--- config.mk ---
export PLATFORM = sky130hd
export DESIGN_NAME = image_scan_ctrl
export DESIGN_NICKNAME = d
export VERILOG_FILES = /design/src/rtl/image_scan_ctrl.sv
export SDC_FILE = /design/constraint.sdc
export NUM_CORES = 1
export LEC_CHECK = 0
export ABC_CLOCK_PERIOD_IN_PS = 2300
export CAP_MARGIN = 20
export CORE_UTILIZATION = 43
export DETAILED_ROUTE_END_ITERATION = 7
export SLEW_MARGIN = 20
export SYNTH_ARGS = -nofsm -noshare
export SYNTH_HDL_FRONTEND = slang
export SYNTH_SLANG_ARGS = --single-unit
--- constraint.sdc ---
create_clock -name clk -period 2.3 [get_ports clk]
set_input_delay 0.345 -clock clk [delete_from_list [all_inputs] [get_ports clk]]
set_output_delay 0.345 -clock clk [all_outputs]
set_load 0.01 [all_outputs]
--- src/rtl/image_scan_ctrl.sv ---
// Image store with a scanning display fetcher (IDLE -> FETCH -> HOLD) and a host write port.
// Define IMAGE_SCAN_WRBYPASS_EN to forward host writes that hit the displayed entry straight into disp_data.
module image_scan_ctrl #(
  parameter int RAM_WIDTH     = 8,
  parameter int RAM_ADDR_BITS = 3,
  parameter int DWELL_CYCLES  = 50000
) (
  input  logic                     clk,
  input  logic                     reset_n,
  input  logic                     scan_en,
  input  logic                     wr_req,
  input  logic [RAM_ADDR_BITS-1:0] wr_addr,
  input  logic [RAM_WIDTH-1:0]     wr_data,
  output logic                     wr_ack,
  output logic [RAM_WIDTH-1:0]     disp_data,
  output logic [RAM_ADDR_BITS-1:0] disp_addr,
  output logic                     disp_valid,
  output logic                     frame_done
);

  localparam int                       DEPTH      = 2 ** RAM_ADDR_BITS;
  localparam logic [RAM_ADDR_BITS-1:0] ADDR_LAST  = {RAM_ADDR_BITS{1'b1}};
  localparam logic [15:0]              DWELL_LOAD = 16'(DWELL_CYCLES - 1);

  typedef enum logic [1:0] {
    IDLE  = 2'd0,
    FETCH = 2'd1,
    HOLD  = 2'd2
  } state_t;

  state_t                   state, state_nxt;
  logic [RAM_ADDR_BITS-1:0] scan_addr;
  logic [15:0]              dwell_cnt;
  logic [RAM_WIDTH-1:0]     mem [DEPTH];

  logic do_fetch;
  logic hold_done;
  logic bypass_hit;

  // Next-state decode; scan_en low overrides everything, host writes pre-empt the fetch read.
  always_comb begin
    state_nxt = state;
    do_fetch  = 1'b0;
    hold_done = 1'b0;
    if (!scan_en) begin
      state_nxt = IDLE;
    end else begin
      case (state)
        IDLE: state_nxt = FETCH;
        FETCH: begin
          if (!wr_req) begin
            do_fetch  = 1'b1;
            state_nxt = HOLD;
          end
        end
        HOLD: begin
          if (dwell_cnt == 16'd0) begin
            hold_done = 1'b1;
            state_nxt = FETCH;
          end
        end
        default: state_nxt = IDLE;
      endcase
    end
  end

`ifdef IMAGE_SCAN_WRBYPASS_EN
  assign bypass_hit = wr_req && disp_valid && (wr_addr == disp_addr);
`else
  assign bypass_hit = 1'b0;
`endif

  always_ff @(posedge clk or negedge reset_n) begin
    if (!reset_n) begin
      state <= IDLE;
    end else begin
      state <= state_nxt;
    end
  end

  // Scan address and dwell counter.
  always_ff @(posedge clk or negedge reset_n) begin
    if (!reset_n) begin
      scan_addr <= '0;
      dwell_cnt <= '0;
    end else if (!scan_en) begin
      scan_addr <= '0;
      dwell_cnt <= '0;
    end else begin
      if (hold_done) begin
        scan_addr <= scan_addr + 1'b1;
      end
      if (do_fetch) begin
        dwell_cnt <= DWELL_LOAD;
      end else if (state == HOLD && dwell_cnt != 16'd0) begin
        dwell_cnt <= dwell_cnt - 16'd1;
      end
    end
  end

  // Image store: single port, a write always wins the cycle.
  always_ff @(posedge clk or negedge reset_n) begin
    if (!reset_n) begin
      for (int i = 0; i < DEPTH; i++) begin
        mem[i] <= '0;
      end
    end else if (wr_req) begin
      mem[wr_addr] <= wr_data;
    end
  end

  // Display registers; disp_data survives scan_en dropping, only valid is cleared.
  always_ff @(posedge clk or negedge reset_n) begin
    if (!reset_n) begin
      disp_data  <= '0;
      disp_addr  <= '0;
      disp_valid <= 1'b0;
    end else begin
      if (do_fetch) begin
        disp_data <= mem[scan_addr];
        disp_addr <= scan_addr;
      end else if (bypass_hit) begin
        disp_data <= wr_data;
      end
      if (!scan_en) begin
        disp_valid <= 1'b0;
      end else if (do_fetch) begin
        disp_valid <= 1'b1;
      end
    end
  end

  always_ff @(posedge clk or negedge reset_n) begin
    if (!reset_n) begin
      wr_ack     <= 1'b0;
      frame_done <= 1'b0;
    end else begin
      wr_ack     <= wr_req;
      frame_done <= hold_done && (scan_addr == ADDR_LAST);
    end
  end

endmodule

==> impl_results.md <==
- Final Hold Vio Count: 0
- Worst-skew pair later-pin latency: 0.36 ns
- CTS tree: built
- Reg area: 2480 um^2
- Final max-slew violation count: 0
- Final net count: 424
- Final Core Density: 52.9%
- Remaining antenna violation count after routing: 0
- First-pass GRT wire length: 16400 um
- # clock sinks: 99
- Met1 Usage GRT: 26.9%
- Max-cap violations: 0
- Area of the multi-input gates: 2100 um^2
- Die Height: 106 um
- Syn avg cell area: 13.4 um^2
- Initial Util: 44.6%
- Via count: 3067
- Crit Path Max Fanout: 5
- Area of placed instances: 5310 um^2
- Number of I/O pins: 29
- Crit path launch type: register
- RSZ-0062 raised after global routing: false
- Root Buffer: clkbuf_8
- HPWL Detailed: 6760 um
- Async set-reset flop share out of synthesis: 100%
- WP data required: 2.55 ns
- Post-synthesis sequential area ratio: 53.3%
- Post-synth EDFFs: 0
- Met2 Usage GRT: 31.7%
- DR pass1 iterations: 4
- Number of cell rows: 37
- GR peak layer: met2
- DRC Markers: 0
- Placed cells: 530
- Synth cell types: 50
- Clock Skew: 0.0106 ns
- Largest net degree at the start of global routing: 43
- Routed WL: 9960 um
- Outcome: complete, no violations
- Port Buffers: 28
- Grt total ovfl: 0
- Ys flop type: dfrtp_1
- Mapped Area: 4650 um^2
- Arrival time worst endpoint: 2.38 ns
- Area of the core: 10400 um^2
- Routed len/inst: 18.2 um
- Slew HR: 57.2%
- Initial antenna violation count: 0
- Mapped Cells: 348
- Pleak: 2.28 nW
- Final Critical Period: 2.13 ns
- Via density: 5.61
- ANT cells: 0
- DR iter-0 viols: 150
- Post-Layout Cell Count: 547
- Worst hold path type: reg -> reg
- Vias in the first global route: 3071
- FF+latch count, synth: 99
- YS warnings: 0
- Area Growth Syn to Fin: 18.5%
- Final instance area: 5510 um^2
- Met3 global-route usage: 3.56%
- Clock buffer depth: 2
- R2R depth: 6
- Die width: 106 um
- Hold_ws: 0.507 ns
- All-layer global routing usage: 19.5%
- Setup crit end kind: register
- # fillers: 902
- Final period util: 92.5%
- Num CTS Buffers: 9
- Final setup viols: 0
- Maximum clock frequency: 0.470 GHz
- Peak VDD IR: 402 uV
- H-tree level count: 3
- Routability cong.: 0.812
- WHS Path Cells: 1
- Worst slew pin tran: 0.642 ns
- Syn nets: 366
- Clk slew on worst S/H paths: 0.09 ns
- Layout cells sized above 1: 34.8%
- Setup TNS: 0 ns
- PwrDens: 767 nW/um^2
- Die area: 11200 um^2
- CP Class: reg -> reg
## cells by family after synthesis
logic type | Yosys count | share of synthesized area [%]
AO/OA/AOI/OAI | 44 | 6.08
buffers and inverters | 19 | 1.67
AND/OR/NAND/NOR | 89 | 11.8
flip-flops | 99 | 53.3
adder cells (fa/ha/maj) | 3 | 0.807
multiplexers | 94 | 26.3
## critical path, stage by stage (launching register included)
cell and delay (ns):
dfrtp_1 0.40, inv_1 0.08, ha_1 0.20, or4b_2 0.61, or4_4 0.47, o21ai_0 0.16
a21oi_1 0.09
## registers in the layout (all words and copies together), names as in the netlist
signal	cells
mem	64
disp_data	8
dwell_cnt	16
wr_ack	1
state	2
disp_addr	3
frame_done	1
scan_addr	3
disp_valid	1
## placed cells by master, fill, tap and decap left out, types with 6 or more instances in the layout
cell | netlist | layout
nor2_1 | 16 | 16
clkbuf_8 | 0 | 10
mux4_2 | 16 | 16
a21oi_1 | 16 | 16
dfrtp_1 | 99 | 99
nor3_1 | 8 | 8
mux2i_1 | 11 | 11
nand2_1 | 10 | 10
mux2_2 | 67 | 67
o21ai_0 | 6 | 6
nand3_1 | 7 | 7
clkdlybuf4s50_1 | 0 | 27
buf_4 | 0 | 32
## per-stage QoR
stage                     power, mW  setup slack [ns]
final                          4.22             0.172
after global routing           4.47            0.0480
after CTS                      4.27             0.161
after detailed placement       3.20             0.176
after global placement         3.17             0.233
after floorplan                2.82             0.295
## routing by layer
metal  vias up  wire length, um
li1       1437                -
met1      1581             4730
met2        40             4920
met3         9              202
met4         0              107
met5         -                0
## layout make-up
cell class / count / share of cell area [%]
clock buffer: 11 / 2.57
clock inverter: 5 / 0.818
inverter: 4 / 0.273
multi-input combinational: 230 / 38.1
sequential: 99 / 45.0
tap: 136 / 3.09
timing repair buffer: 62 / 10.2
## cell usage after synthesis (2+ instances only)
library cell	instances	area share, %
a211oi_1	2	0.32
a21boi_0	3	0.48
a21o_1	2	0.32
a21oi_1	16	1.7
a31oi_1	4	0.54
and3_1	3	0.40
buf_2	5	0.54
clkbuf_1	9	0.73
dfrtp_1	99	53
ha_1	3	0.81
inv_1	3	0.24
mux2_2	67	16
mux2i_1	11	2.4
mux4_2	16	7.7
nand2_1	10	0.81
nand2b_1	5	0.67
nand3_1	7	0.75
nand4_1	4	0.54
nand4b_1	4	0.75
nor2_1	16	1.3
nor2b_1	3	0.40
nor3_1	8	0.86
nor3b_1	2	0.32
nor3b_2	2	0.54
nor4_1	4	0.54
o21ai_0	6	0.65
o31ai_1	2	0.32
o41ai_1	3	0.57
or3_1	5	0.67
or4_1	4	0.65
## worst paths after layout
path                              start       endpoint  slack, ns
max reg2reg                dwell_cnt[1]   scan_addr[0]       0.17
min reg2reg                     mem[41]        mem[41]       0.51
min                             mem[41]        mem[41]       0.51
max in group asynchronous       reset_n        mem[41]       1.21
min in group asynchronous       reset_n  dwell_cnt[14]       0.52
max                        dwell_cnt[1]   scan_addr[0]       0.17
## power by group
group	total [mW]	switching (mW)	internal, mW
combinational	0.949	0.398	0.550
sequential	2.22	0.165	2.06
clock	1.05	0.615	0.439
## timing repair
action	CTS	global route
hold buffers	1	0
setup buffers	0	0
endpoints found under the hold margin	30	0
setup endpoints to repair	0	1
gates resized for setup	0	1
No activity file was read; power rests on OpenSTA's default activity.
